$ cat config.mk
export PLATFORM = sky130hd
export DESIGN_NAME = mm_drain_flat
export DESIGN_NICKNAME = d
export VERILOG_FILES = /design/src/rtl/mm_drain_pkg.sv /design/src/rtl/mm_drain_if.sv /design/src/rtl/mm_drain_acc2fp16.sv /design/src/rtl/mm_drain.sv /design/src/flat_wrapper.sv
export SDC_FILE = /design/constraint.sdc
export NUM_CORES = 1
export LEC_CHECK = 0
export CAP_MARGIN = 20
export CORE_MARGIN = 4
export CORE_UTILIZATION = 62
export CTS_BUF_LIST = sky130_fd_sc_hd__clkbuf_4 sky130_fd_sc_hd__clkbuf_8
export DETAILED_ROUTE_END_ITERATION = 16
export MAX_ROUTING_LAYER = met4
export PLACE_DENSITY_LB_ADDON = 0.1
export SLEW_MARGIN = 20
export SYNTH_ARGS = -nofsm -noshare
export SYNTH_HDL_FRONTEND = slang
export SYNTH_SLANG_ARGS = --single-unit
$ cat constraint.sdc
create_clock -name clk -period 17.7 [get_ports clk]
set_clock_uncertainty 0.2 [all_clocks]
set_input_delay 3.54 -clock clk [delete_from_list [all_inputs] [get_ports clk]]
set_output_delay 3.54 -clock clk [all_outputs]
set_load 0.01 [all_outputs]
$ cat src/rtl/mm_drain_pkg.sv
// Shared definitions for the mm result drain: FSM states, FP16 field constants.
package mm_pkg;

  typedef enum logic [1:0] {
    ST_IDLE = 2'd0,
    ST_NORM = 2'd1,
    ST_PACK = 2'd2,
    ST_SEND = 2'd3
  } state_t;

  localparam int unsigned FP16_W      = 16;
  localparam int unsigned FP16_BIAS   = 15;
  localparam int unsigned FP16_MANT_W = 10;
  localparam logic [15:0] FP16_INF    = 16'h7C00;
  localparam int unsigned EXP_W       = 5;

  // Index width for n entries, never narrower than one bit
  function automatic int unsigned idx_width(input int unsigned n);
    return (n > 1) ? $clog2(n) : 1;
  endfunction

endpackage

$ cat src/rtl/mm_drain_if.sv
// Bus between the mm array, the drain block and the FP16 result consumer.
interface mm_drain_if #(
  parameter int unsigned ACC_WIDTH = 32,
  parameter int unsigned N         = 2
);
  import mm_pkg::*;

  localparam int unsigned NE    = N * N;
  localparam int unsigned IDX_W = idx_width(NE);

  logic                     done;
  logic [NE*ACC_WIDTH-1:0]  acc_out;
  logic [NE*EXP_W-1:0]      exp_out;
  logic                     out_valid;
  logic                     out_ready;
  logic [FP16_W-1:0]        out_data;
  logic [IDX_W-1:0]         out_idx;
  logic                     out_last;
  logic                     busy;
  logic                     sat_flag;
  logic                     overrun;

  // Drain side
  modport master (
    input  done, acc_out, exp_out, out_ready,
    output out_valid, out_data, out_idx, out_last, busy, sat_flag, overrun
  );

  // Array / consumer side
  modport slave (
    output done, acc_out, exp_out, out_ready,
    input  out_valid, out_data, out_idx, out_last, busy, sat_flag, overrun
  );

endinterface

$ cat src/rtl/mm_drain_acc2fp16.sv
// Fixed-point accumulator to FP16 converter, split into a normalise half and a
// pack half so the caller can put a register between them.
module acc2fp16
  import mm_pkg::*;
#(
  parameter int unsigned ACC_WIDTH = 32,
  parameter int unsigned FRAC_BITS = 10,
  parameter int unsigned EXP_BIAS  = 15,
  localparam int unsigned MAG_W    = ACC_WIDTH + 1,
  localparam int unsigned P_W      = $clog2(MAG_W)
) (
  // normalise half
  input  logic [ACC_WIDTH-1:0] i_acc,
  output logic                 o_sign_c,
  output logic [MAG_W-1:0]     o_mag_c,
  output logic [P_W-1:0]       o_p_c,
  // pack half
  input  logic                 i_sign,
  input  logic [MAG_W-1:0]     i_mag,
  input  logic [P_W-1:0]       i_p,
  input  logic [EXP_W-1:0]     i_exp,
  output logic [FP16_W-1:0]    o_fp16_c,
  output logic                 o_sat_c
);

  localparam int E_OFS = int'(FP16_BIAS) - int'(EXP_BIAS) - int'(FRAC_BITS);

  logic [MAG_W-1:0]       w_ext;
  logic [MAG_W-1:0]       w_mag;
  logic signed [31:0]     w_e;
  logic [FP16_MANT_W-1:0] w_mant;

  // Magnitude one bit wider than acc so the most-negative value stays exact
  always_comb begin
    w_ext    = {i_acc[ACC_WIDTH-1], i_acc};
    o_sign_c = i_acc[ACC_WIDTH-1];
    w_mag    = o_sign_c ? (~w_ext + MAG_W'(1)) : w_ext;
    o_mag_c  = w_mag;
  end

  // Leading-one position; highest set bit wins
  always_comb begin
    o_p_c = '0;
    for (int i = 0; i < int'(MAG_W); i++) begin
      if (w_mag[i]) o_p_c = P_W'(i);
    end
  end

  // Unbiased-to-FP16 exponent, wide and signed so it never wraps
  assign w_e = $signed(32'(i_p)) + $signed(32'(i_exp)) + 32'(E_OFS);

  // Mantissa: bits below the leading one, truncated or zero-padded
  always_comb begin
    if (i_p >= P_W'(FP16_MANT_W)) begin
      w_mant = FP16_MANT_W'(i_mag >> (i_p - P_W'(FP16_MANT_W)));
    end else begin
      w_mant = FP16_MANT_W'(i_mag << (P_W'(FP16_MANT_W) - i_p));
    end
  end

  // Final encode with zero, underflow-flush and overflow-to-inf cases
  always_comb begin
    o_fp16_c = '0;
    o_sat_c  = 1'b0;
    if (i_mag == '0) begin
      o_fp16_c = '0;
    end else if (w_e <= 32'sd0) begin
      o_fp16_c = {i_sign, 15'd0};
    end else if (w_e >= 32'sd31) begin
      o_fp16_c = {i_sign, FP16_INF[14:0]};
      o_sat_c  = 1'b1;
    end else begin
      o_fp16_c = {i_sign, w_e[4:0], w_mant};
    end
  end

endmodule

$ cat src/rtl/mm_drain.sv
// Captures the mm array results on a done edge and streams them out one FP16
// entry at a time over a valid/ready handshake.
module mm_drain
  import mm_pkg::*;
#(
  parameter int unsigned ACC_WIDTH = 32,
  parameter int unsigned N         = 2,
  parameter int unsigned FRAC_BITS = 10,
  parameter int unsigned EXP_BIAS  = 15
) (
  input  logic      clk,
  input  logic      rst,
  mm_drain_if.master bus
);

  localparam int unsigned NE    = N * N;
  localparam int unsigned IDX_W = idx_width(NE);
  localparam int unsigned MAG_W = ACC_WIDTH + 1;
  localparam int unsigned P_W   = $clog2(MAG_W);

  state_t                r_state;
  logic [IDX_W-1:0]      r_idx;
  logic                  r_done_q;
  logic [ACC_WIDTH-1:0]  r_acc [NE];
  logic [EXP_W-1:0]      r_exp [NE];

  logic                  r_sign;
  logic [MAG_W-1:0]      r_mag;
  logic [P_W-1:0]        r_p;
  logic [EXP_W-1:0]      r_exp_n;

  logic                  r_out_valid;
  logic [FP16_W-1:0]     r_out_data;
  logic [IDX_W-1:0]      r_out_idx;
  logic                  r_out_last;
  logic                  r_busy;
  logic                  r_sat;
  logic                  r_overrun;

  logic                  w_sign;
  logic [MAG_W-1:0]      w_mag;
  logic [P_W-1:0]        w_p;
  logic [FP16_W-1:0]     w_fp16;
  logic                  w_sat;
  logic                  w_done_rise;
  logic                  w_last_idx;

  assign w_done_rise = bus.done && !r_done_q;
  assign w_last_idx  = (r_idx == IDX_W'(NE - 1));

  // Shared converter: normalise half fed from capture, pack half from NORM regs
  acc2fp16 #(
    .ACC_WIDTH (ACC_WIDTH),
    .FRAC_BITS (FRAC_BITS),
    .EXP_BIAS  (EXP_BIAS)
  ) u_conv (
    .i_acc    (r_acc[r_idx]),
    .o_sign_c (w_sign),
    .o_mag_c  (w_mag),
    .o_p_c    (w_p),
    .i_sign   (r_sign),
    .i_mag    (r_mag),
    .i_p      (r_p),
    .i_exp    (r_exp_n),
    .o_fp16_c (w_fp16),
    .o_sat_c  (w_sat)
  );

  // Drain FSM with capture, per-entry pipeline registers and sticky flags
  always_ff @(posedge clk or posedge rst) begin
    if (rst) begin
      r_state     <= ST_IDLE;
      r_idx       <= '0;
      r_done_q    <= 1'b0;
      for (int l = 0; l < int'(NE); l++) begin
        r_acc[l] <= '0;
        r_exp[l] <= '0;
      end
      r_sign      <= 1'b0;
      r_mag       <= '0;
      r_p         <= '0;
      r_exp_n     <= '0;
      r_out_valid <= 1'b0;
      r_out_data  <= '0;
      r_out_idx   <= '0;
      r_out_last  <= 1'b0;
      r_busy      <= 1'b0;
      r_sat       <= 1'b0;
      r_overrun   <= 1'b0;
    end else begin
      r_done_q <= bus.done;

      // A done edge while draining is dropped but remembered
      if (w_done_rise && (r_state != ST_IDLE)) begin
        r_overrun <= 1'b1;
      end

      case (r_state)
        ST_IDLE: begin
          if (w_done_rise) begin
            for (int l = 0; l < int'(NE); l++) begin
              r_acc[l] <= bus.acc_out[l*ACC_WIDTH +: ACC_WIDTH];
              r_exp[l] <= bus.exp_out[l*EXP_W +: EXP_W];
            end
            r_idx   <= '0;
            r_busy  <= 1'b1;
            r_state <= ST_NORM;
          end
        end
        ST_NORM: begin
          r_sign  <= w_sign;
          r_mag   <= w_mag;
          r_p     <= w_p;
          r_exp_n <= r_exp[r_idx];
          r_state <= ST_PACK;
        end
        ST_PACK: begin
          r_out_data  <= w_fp16;
          r_out_idx   <= r_idx;
          r_out_last  <= w_last_idx;
          r_out_valid <= 1'b1;
          if (w_sat) r_sat <= 1'b1;
          r_state     <= ST_SEND;
        end
        ST_SEND: begin
          if (r_out_valid && bus.out_ready) begin
            r_out_valid <= 1'b0;
            if (w_last_idx) begin
              r_busy  <= 1'b0;
              r_state <= ST_IDLE;
            end else begin
              r_idx   <= r_idx + IDX_W'(1);
              r_state <= ST_NORM;
            end
          end
        end
        default: begin
          r_state <= ST_IDLE;
        end
      endcase
    end
  end

  assign bus.out_valid = r_out_valid;
  assign bus.out_data  = r_out_data;
  assign bus.out_idx   = r_out_idx;
  assign bus.out_last  = r_out_last;
  assign bus.busy      = r_busy;
  assign bus.sat_flag  = r_sat;
  assign bus.overrun   = r_overrun;

endmodule

$ cat src/flat_wrapper.sv
// flat-port wrapper written by rule: the top's interface ports become plain ports
module mm_drain_flat import mm_pkg::*;
#(
  parameter int unsigned ACC_WIDTH = 32,
  parameter int unsigned N         = 2,
  parameter int unsigned FRAC_BITS = 10,
  parameter int unsigned EXP_BIAS  = 15
)
  (clk, rst, bus_done, bus_acc_out, bus_exp_out, bus_out_ready, bus_out_valid, bus_out_data, bus_out_idx, bus_out_last, bus_busy, bus_sat_flag, bus_overrun);
  mm_drain_if #(.ACC_WIDTH(ACC_WIDTH), .N(N)) bus_i ();
  input  logic clk;
  input  logic rst;
  input wire logic [$bits(bus_i.done)-1:0] bus_done;
  input wire logic [$bits(bus_i.acc_out)-1:0] bus_acc_out;
  input wire logic [$bits(bus_i.exp_out)-1:0] bus_exp_out;
  input wire logic [$bits(bus_i.out_ready)-1:0] bus_out_ready;
  output wire logic [$bits(bus_i.out_valid)-1:0] bus_out_valid;
  output wire logic [$bits(bus_i.out_data)-1:0] bus_out_data;
  output wire logic [$bits(bus_i.out_idx)-1:0] bus_out_idx;
  output wire logic [$bits(bus_i.out_last)-1:0] bus_out_last;
  output wire logic [$bits(bus_i.busy)-1:0] bus_busy;
  output wire logic [$bits(bus_i.sat_flag)-1:0] bus_sat_flag;
  output wire logic [$bits(bus_i.overrun)-1:0] bus_overrun;
  assign bus_i.done = bus_done;
  assign bus_i.acc_out = bus_acc_out;
  assign bus_i.exp_out = bus_exp_out;
  assign bus_i.out_ready = bus_out_ready;
  assign bus_out_valid = bus_i.out_valid;
  assign bus_out_data = bus_i.out_data;
  assign bus_out_idx = bus_i.out_idx;
  assign bus_out_last = bus_i.out_last;
  assign bus_busy = bus_i.busy;
  assign bus_sat_flag = bus_i.sat_flag;
  assign bus_overrun = bus_i.overrun;
  mm_drain #(.ACC_WIDTH(ACC_WIDTH), .N(N), .FRAC_BITS(FRAC_BITS), .EXP_BIAS(EXP_BIAS)) u_core (.clk(clk), .rst(rst), .bus(bus_i));
endmodule
## Word level (Yosys, flattened, before mapping)

Index checks and enable logic that the tools add are counted.

- Register bits: 221
- Bits of input ports: 152
- Logic and storage cells: 119

- Add/sub/neg operators: 6
- Order comparisons: 4
- Equality and inequality tests: 8
- Shift-type cells: 2
- Mux-type cells: 60
- Bitwise gates (word level): 2
- Reduce and logical (&&, ||, !) cells: 15

Operator list:

| kind | number |
|---|---|
| $mux W6 | 31 |
| $bmux W32 S2 | 1 |
| $mux W32 | 2 |
| $add A33 B1 Y33 const B | 1 |
| $logic_not A33 Y1 | 1 |
| $mux W33 | 1 |
| $not A33 Y33 | 1 |
| $shl A33 B6 Y10 | 1 |
| $shr A33 B6 Y10 | 1 |
| $mux W15 | 2 |
| $mux W16 | 1 |
| $bmux W5 S2 | 1 |
| $mux W10 | 1 |
| $mux W2 | 5 |
| $mux W5 | 2 |
| $add A8 B5 Y9 const B | 1 |
| $ge A9 B6 Y1 const B | 1 |
| $le A9 B1 Y1 const B | 1 |
| $mux W1 | 9 |
| $pmux W2 S4 | 1 |
| $reduce_and A2 Y1 | 4 |
| $reduce_and A4 Y1 | 2 |
| $add A6 B5 Y7 | 1 |
| $eq A2 B2 Y1 const B | 3 |
| 15 further kinds | 22 |

## Depth between registers and ports, before layout

- Depth after elaboration: 39
- Gate-level depth with buffers: 16

## Hierarchy

A second synthesis with hierarchy kept.

- Cells, all modules: 1,122
- Area, all modules: 13,533.0 um2

By module, submodules not included:

| module | instances | cells each | area an instance (um2) |
|---|---|---|---|
| mm_drain | 1 | 538 | 9,315.2 |
| acc2fp16 | 1 | 584 | 4,217.8 |

## Worst setup path before layout

Ideal clock, no wire load.

- Path kind: input to register
- Start: input port bus_done
- End: register u_core.r_acc[0] (netlist name)
- Arrival: 4,671 ps
- Setup slack: 12,704 ps
- Cell stages on the path: 4
- Cell sequence: nand3b_1 > clkbuf_1 > clkbuf_1 > mux2_2

- Longest elaborated chain between the ends: 2

RTL lines:

| what | line | text |
|---|---|---|
| start, declared | flat_wrapper.sv:13 | `input wire logic [$bits(bus_i.done)-1:0] bus_done;` |
| $logic_and A1 B1 Y1 | mm_drain.sv:48 | `assign w_done_rise = bus.done && !r_done_q;` |
| $reduce_and A2 Y1 (no source line) | - |  |
| end signal, assigned by index | mm_drain.sv:102 | `r_acc[l] <= bus.acc_out[l*ACC_WIDTH +: ACC_WIDTH];` |
| end, declared | mm_drain.sv:24 | `logic [ACC_WIDTH-1:0] r_acc [NE];` |

Every way passes these cells.
A chain may end at the register's enable or synchronous reset.

## Final worst setup path

- Start: input port bus_done
- End: register u_core.r_acc[96] (netlist name)

Same word-level chain as after synthesis.

==> flow_summary.html <==
<table>
<tr><th>Metric</th><th>Value</th></tr>
<tr><th colspan="2">Status</th></tr>
<tr><td>Run status</td><td>finished clean</td></tr>
<tr><th colspan="2">Drt</th></tr>
<tr><td>Met1 Routed Length</td><td>approximately 13,000 µm</td></tr>
<tr><td>Mean routed wirelength per cell</td><td>roughly 19 µm</td></tr>
<tr><td>Number of nets with antenna violations after routing</td><td>0</td></tr>
<tr><td>Final routed wirelength across all metal layers</td><td>30,010 µm</td></tr>
<tr><td>Via count</td><td>roughly 9,500</td></tr>
<tr><td>Met3 routed wirelength</td><td>1474 µm</td></tr>
<tr><td>Top routing layer in use</td><td>met4</td></tr>
<tr><td>Routed met2 length</td><td>14,930 µm</td></tr>
<tr><td>Number of iterations in the first detailed-routing pass</td><td>5</td></tr>
<tr><td>Detailed-route vias per instance</td><td>roughly 6.1</td></tr>
<tr><td>Post-route DRC</td><td>0</td></tr>
<tr><td>Number of DRC markers in iteration 0</td><td>just under 600</td></tr>
<tr><th colspan="2">CTS</th></tr>
<tr><td>Clock insertion delay at the later pin of the skew report</td><td>around 0.53 ns</td></tr>
<tr><td>CTS Root Cell</td><td>clkbuf_8</td></tr>
<tr><td>Worst-path clk slew</td><td>~0.06 ns</td></tr>
<tr><td>CTS tree</td><td>yes</td></tr>
<tr><td>H-tree level count</td><td>2</td></tr>
<tr><td># hold bufs at CTS</td><td>0</td></tr>
<tr><td>Clock Sink Count</td><td>between 200 and 250</td></tr>
<tr><td>Number of setup buffers added after CTS</td><td>0</td></tr>
<tr><td>Number of buffers added by the clock tree synthesis step</td><td>38</td></tr>
<tr><td>Total of cells resized after clock tree synthesis</td><td>0</td></tr>
<tr><td>Max Buffers Root-to-Sink</td><td>3</td></tr>
<tr><th colspan="2">Timing</th></tr>
<tr><td>Tcrit/Tclk final</td><td>around a third</td></tr>
<tr><td>Setup TNS</td><td>0 ns</td></tr>
<tr><td>Achievable frequency</td><td>168.2 MHz</td></tr>
<tr><td>Min cycle time layout</td><td>a little under 6 ns</td></tr>
<tr><td>Max-slew headroom at the worst pin</td><td>between 30% and 40%</td></tr>
<tr><td>Final setup vio count</td><td>0</td></tr>
<tr><td>Final number of max-transition violations</td><td>0</td></tr>
<tr><td>Final Hold Violating Endpoints</td><td>0</td></tr>
<tr><td>Unrepaired setup endpoints after global routing</td><td>false</td></tr>
<tr><td>Tightest Pin Transition</td><td>approximately 1.0 ns</td></tr>
<tr><th colspan="2">Synth</th></tr>
<tr><td>Largest cells by area after synthesis</td><td>dfrtp_1, mux2_2, mux4_2, a21oi_1, mux2i_1</td></tr>
<tr><td>Share of synthesized registers carrying an async set or reset</td><td>100.0%</td></tr>
<tr><td>Warning count from the yosys run</td><td>0</td></tr>
<tr><td>Net count after synthesis</td><td>between 1,000 and 1,500</td></tr>
<tr><td>Synth Cell Area</td><td>0.01287 mm²</td></tr>
<tr><td>Total of flip-flops plus latches after synthesis</td><td>between 200 and 250</td></tr>
<tr><td>Synthesized area per cell</td><td>roughly 12 µm²</td></tr>
<tr><td>Post-synth EDFFs</td><td>0</td></tr>
<tr><td>Post-Syn Instances</td><td>around 1,100</td></tr>
<tr><td>Area share of the largest cell type after synthesis</td><td>a little over two fifths</td></tr>
<tr><td>Sequential area share after synthesis</td><td>a little over two fifths</td></tr>
<tr><td>Most used flip-flop cell after synthesis</td><td>dfrtp_1</td></tr>
<tr><td>Synth cell types</td><td>about 80</td></tr>
<tr><td>Largest area contributor in the netlist</td><td>dfrtp_1</td></tr>
<tr><th colspan="2">Setup path</th></tr>
<tr><td>CP Cell Sequence</td><td>clkdlybuf4s50_1 -&gt; nand3b_1 -&gt; buf_4 -&gt; buf_4 -&gt; mux2_2</td></tr>
<tr><td>Delay-heaviest family, CP</td><td>buffers and inverters</td></tr>
<tr><td>Buffers and inverters on the worst path</td><td>3</td></tr>
<tr><td>R2R Path End</td><td>u_core.r_p[0]</td></tr>
<tr><td>Worst-path fanout max</td><td>83</td></tr>
<tr><td>Critical-path cell with the highest stage delay</td><td>buf_4</td></tr>
<tr><td>Origin of the critical flop-to-flop path</td><td>u_core.r_idx[1]</td></tr>
<tr><td>Worst R2R Path Depth</td><td>10</td></tr>
<tr><td>Kind of start point of the critical path</td><td>input pin</td></tr>
<tr><td>Slowest cell delay on critical path</td><td>around 0.91 ns</td></tr>
<tr><td>Dominant cell type by count on the critical path</td><td>buf_4</td></tr>
<tr><td>Worst setup path class</td><td>input pin to flop</td></tr>
<tr><td>Reg2Reg Setup Slack</td><td>around 13 ns</td></tr>
<tr><td>Data required time of the critical path</td><td>~18 ns</td></tr>
<tr><td>Arrival time of data at the critical path endpoint</td><td>roughly 6.2 ns</td></tr>
<tr><td>Category of the worst setup path capture point</td><td>flop</td></tr>
<tr><th colspan="2">Placed design</th></tr>
<tr><td>Final estimated routing congestion in global placement</td><td>around 0.92</td></tr>
<tr><td>Number of port buffers</td><td>between 150 and 200</td></tr>
<tr><td>Post-Place Cells</td><td>1,491</td></tr>
<tr><td>Half-perimeter wire length after placement</td><td>21,180 µm</td></tr>
<tr><th colspan="2">Finish</th></tr>
<tr><td>Fraction of final layout cells with drive strength greater than 1</td><td>about a quarter</td></tr>
<tr><td>Share of the core filled with cells</td><td>76.58%</td></tr>
<tr><td>Footprint of the multi-input gates</td><td>between 0.006 and 0.007 mm²</td></tr>
<tr><td>Nets</td><td>between 1,000 and 1,500</td></tr>
<tr><td>ANT cells</td><td>0</td></tr>
<tr><td>Commonest cells after routing, fill and taps aside</td><td>dfrtp_1, clkdlybuf4s50_1, mux2_2, nor2_1, a21oi_1</td></tr>
<tr><td>Synth-to-Final Area Change</td><td>20.82%</td></tr>
<tr><td>FILL cells</td><td>approximately 1,400</td></tr>
<tr><td>Number of standard cells in the layout, taps in and fillers out</td><td>between 1,500 and 2,000</td></tr>
<tr><td>Register area</td><td>between 0.005 and 0.006 mm²</td></tr>
<tr><td>Commonest non-fill, non-tap cell in the layout</td><td>dfrtp_1</td></tr>
<tr><th colspan="2">Global routing</th></tr>
<tr><td>GRT Resource Usage Total</td><td>between 20% and 30%</td></tr>
<tr><td>Maximum number of pins on one net before global-route repair</td><td>between 90 and 100</td></tr>
<tr><td>Leftover overflow at the end of global routing</td><td>0</td></tr>
<tr><td>Number of antenna violations at the first check in global routing</td><td>0</td></tr>
<tr><td>First-pass GRT wire length</td><td>49,150 µm</td></tr>
<tr><td>Vias in the first global route</td><td>just under 10,000</td></tr>
<tr><th colspan="2">Floorplan</th></tr>
<tr><td>Row Count</td><td>52</td></tr>
<tr><td>Effective utilization at floorplan</td><td>around 63%</td></tr>
<tr><td>Top-level I/O count</td><td>roughly 180</td></tr>
<tr><td>Die height</td><td>between 150 and 200 µm</td></tr>
<tr><td>Die area</td><td>about 0.023 mm²</td></tr>
<tr><td>Die Width</td><td>approximately 150 µm</td></tr>
<tr><td>Floorplan Core Area</td><td>slightly above 0.02 mm²</td></tr>
<tr><th colspan="2">Min path</th></tr>
<tr><td>Worst hold path endpoint</td><td>u_core.bus.sat_flag</td></tr>
<tr><td>Hold Path Stages</td><td>1</td></tr>
<tr><td>Worst min-delay path startpoint</td><td>u_core.bus.sat_flag</td></tr>
<tr><td>Hold crit path type</td><td>flop to flop</td></tr>
<tr><th colspan="2">Power and ir drop</th></tr>
<tr><td>Comb power frac</td><td>just under 60%</td></tr>
<tr><td>Leak Pwr</td><td>6.329 nW</td></tr>
<tr><td>Cell-internal power</td><td>just under 2 mW</td></tr>
<tr><td>Power per standard cell area</td><td>roughly 220 mW/mm²</td></tr>
<tr><td>Switching power total</td><td>1.424 mW</td></tr>
<tr><td>Clock Power Share</td><td>approximately 15%</td></tr>
<tr><td>Largest vdd supply drop</td><td>a little over 0.1 mV</td></tr>
<tr><td>Sw frac</td><td>42.19%</td></tr>
<tr><td>Part of the power in registers</td><td>between 20% and 30%</td></tr>
<tr><th colspan="2">Flow run</th></tr>
<tr><td>Number of max-cap violations</td><td>0</td></tr>
</table>
==> worst reg2reg max path, cell delays in order (launching register included) <==
cell,delay (ns)
dfrtp_2,0.34
buf_4,0.56
mux4_2,0.72
nor4_1,0.62
nand3_1,0.61
o41ai_2,0.50
xor2_1,0.41
nand2b_1,0.16
a31oi_1,0.10
a211o_1,0.25
a21o_1,0.15
==> logic make-up (layout without fill, tap and decap cells) <==
| logic type | after synthesis | count (layout) | synth area share [%] |
|---|---|---|---|
| simple gates | 236 | 236 | 9.529 |
| buf+inv | 112 | 294 | 3.821 |
| compound gates | 214 | 214 | 11.26 |
| fa+ha+maj | 19 | 19 | 1.906 |
| xor+xnor | 48 | 48 | 3.384 |
| mux | 254 | 254 | 27.31 |
| flops | 220 | 220 | 42.78 |
==> layout make-up <==
cell class              count  area share, %
repair buffers            185          11.73
flip-flops and latches    220          35.44
multi-input cells         771          44.21
well taps                 270          2.173
clock inverters             8         0.6358
clock buffers              56          4.676
inverters                  45          1.135
==> power by group through the flow <==
stage               Sequential (mW)  Clock (mW)  Combinational (mW)
global placement              0.914           0                1.88
detailed placement            0.932           0                1.92
floorplan                     0.866           0                1.54
global route                  0.958       0.529                2.13
finish                        0.929       0.496                1.95
CTS                           0.926       0.507                1.94
==> cell usage after synthesis (16+ instances only) <==
| library cell | instances |
|---|---|
| dfrtp_1 | 220 |
| mux2_2 | 162 |
| nor2_1 | 73 |
| a21oi_1 | 65 |
| mux4_2 | 55 |
| nand2_1 | 55 |
| clkbuf_1 | 48 |
| inv_1 | 42 |
| mux2i_1 | 32 |
| o21ai_0 | 30 |
| xnor2_1 | 26 |
| xor2_1 | 20 |
| nor3_1 | 19 |
| ha_1 | 18 |
| o22ai_1 | 17 |
| a211oi_1 | 16 |
| a31oi_1 | 16 |
==> through the flow <==
stage / setup slack (ns) / hold WS, ns / power, mW / instance area, µm²
finish: 11.76 / 0.2696 / 3.375 / 15550
CTS: 11.79 / 0.2679 / 3.368 / 15550
global placement: 11.26 / 0.2506 / 2.792 / 14720
floorplan: 7.939 / 0.2698 / 2.406 / 12870
global route: 11.56 / 0.2939 / 3.614 / 15550
detailed placement: 11.25 / 0.2611 / 2.851 / 14720
==> how the worst max path moves through the flow <==
stage | slack (ns) | end | from | depth (start not counted)
2_1_floorplan | 7.94 | u_core.bus.busy | rst | 1
3_3_place_gp | 11.26 | u_core.r_acc[69] | bus_done | 5
3_5_place_dp | 11.25 | u_core.r_acc[3] | bus_done | 5
4_1_cts | 11.79 | u_core.r_acc[78] | bus_done | 5
5_1_grt | 11.56 | u_core.r_acc[3] | bus_done | 5
6_report | 11.76 | u_core.r_acc[96] | bus_done | 5
==> state kept, by name (all words and copies together), names as in the netlist <==
signal and flops:
u_core.r_state 2, u_core.bus.out_data 16, u_core.r_exp 20, u_core.r_acc 128
u_core.bus.busy 1, u_core.bus.sat_flag 1, u_core.r_exp_n 5, u_core.bus.out_valid 1
u_core.bus.out_idx 2, u_core.r_sign 1, u_core.bus.out_last 1, u_core.bus.overrun 1
u_core.r_mag 32, u_core.r_p 6, u_core.r_idx 2, u_core.r_done_q 1
==> routing by layer <==
metal	global-route usage [%]	vias up
li1	-	4430
met1	34.69	4766
met2	42.95	276
met3	3.953	55
met4	7.149	0
met5	-	-
No activity file was read; power rests on OpenSTA's default activity.
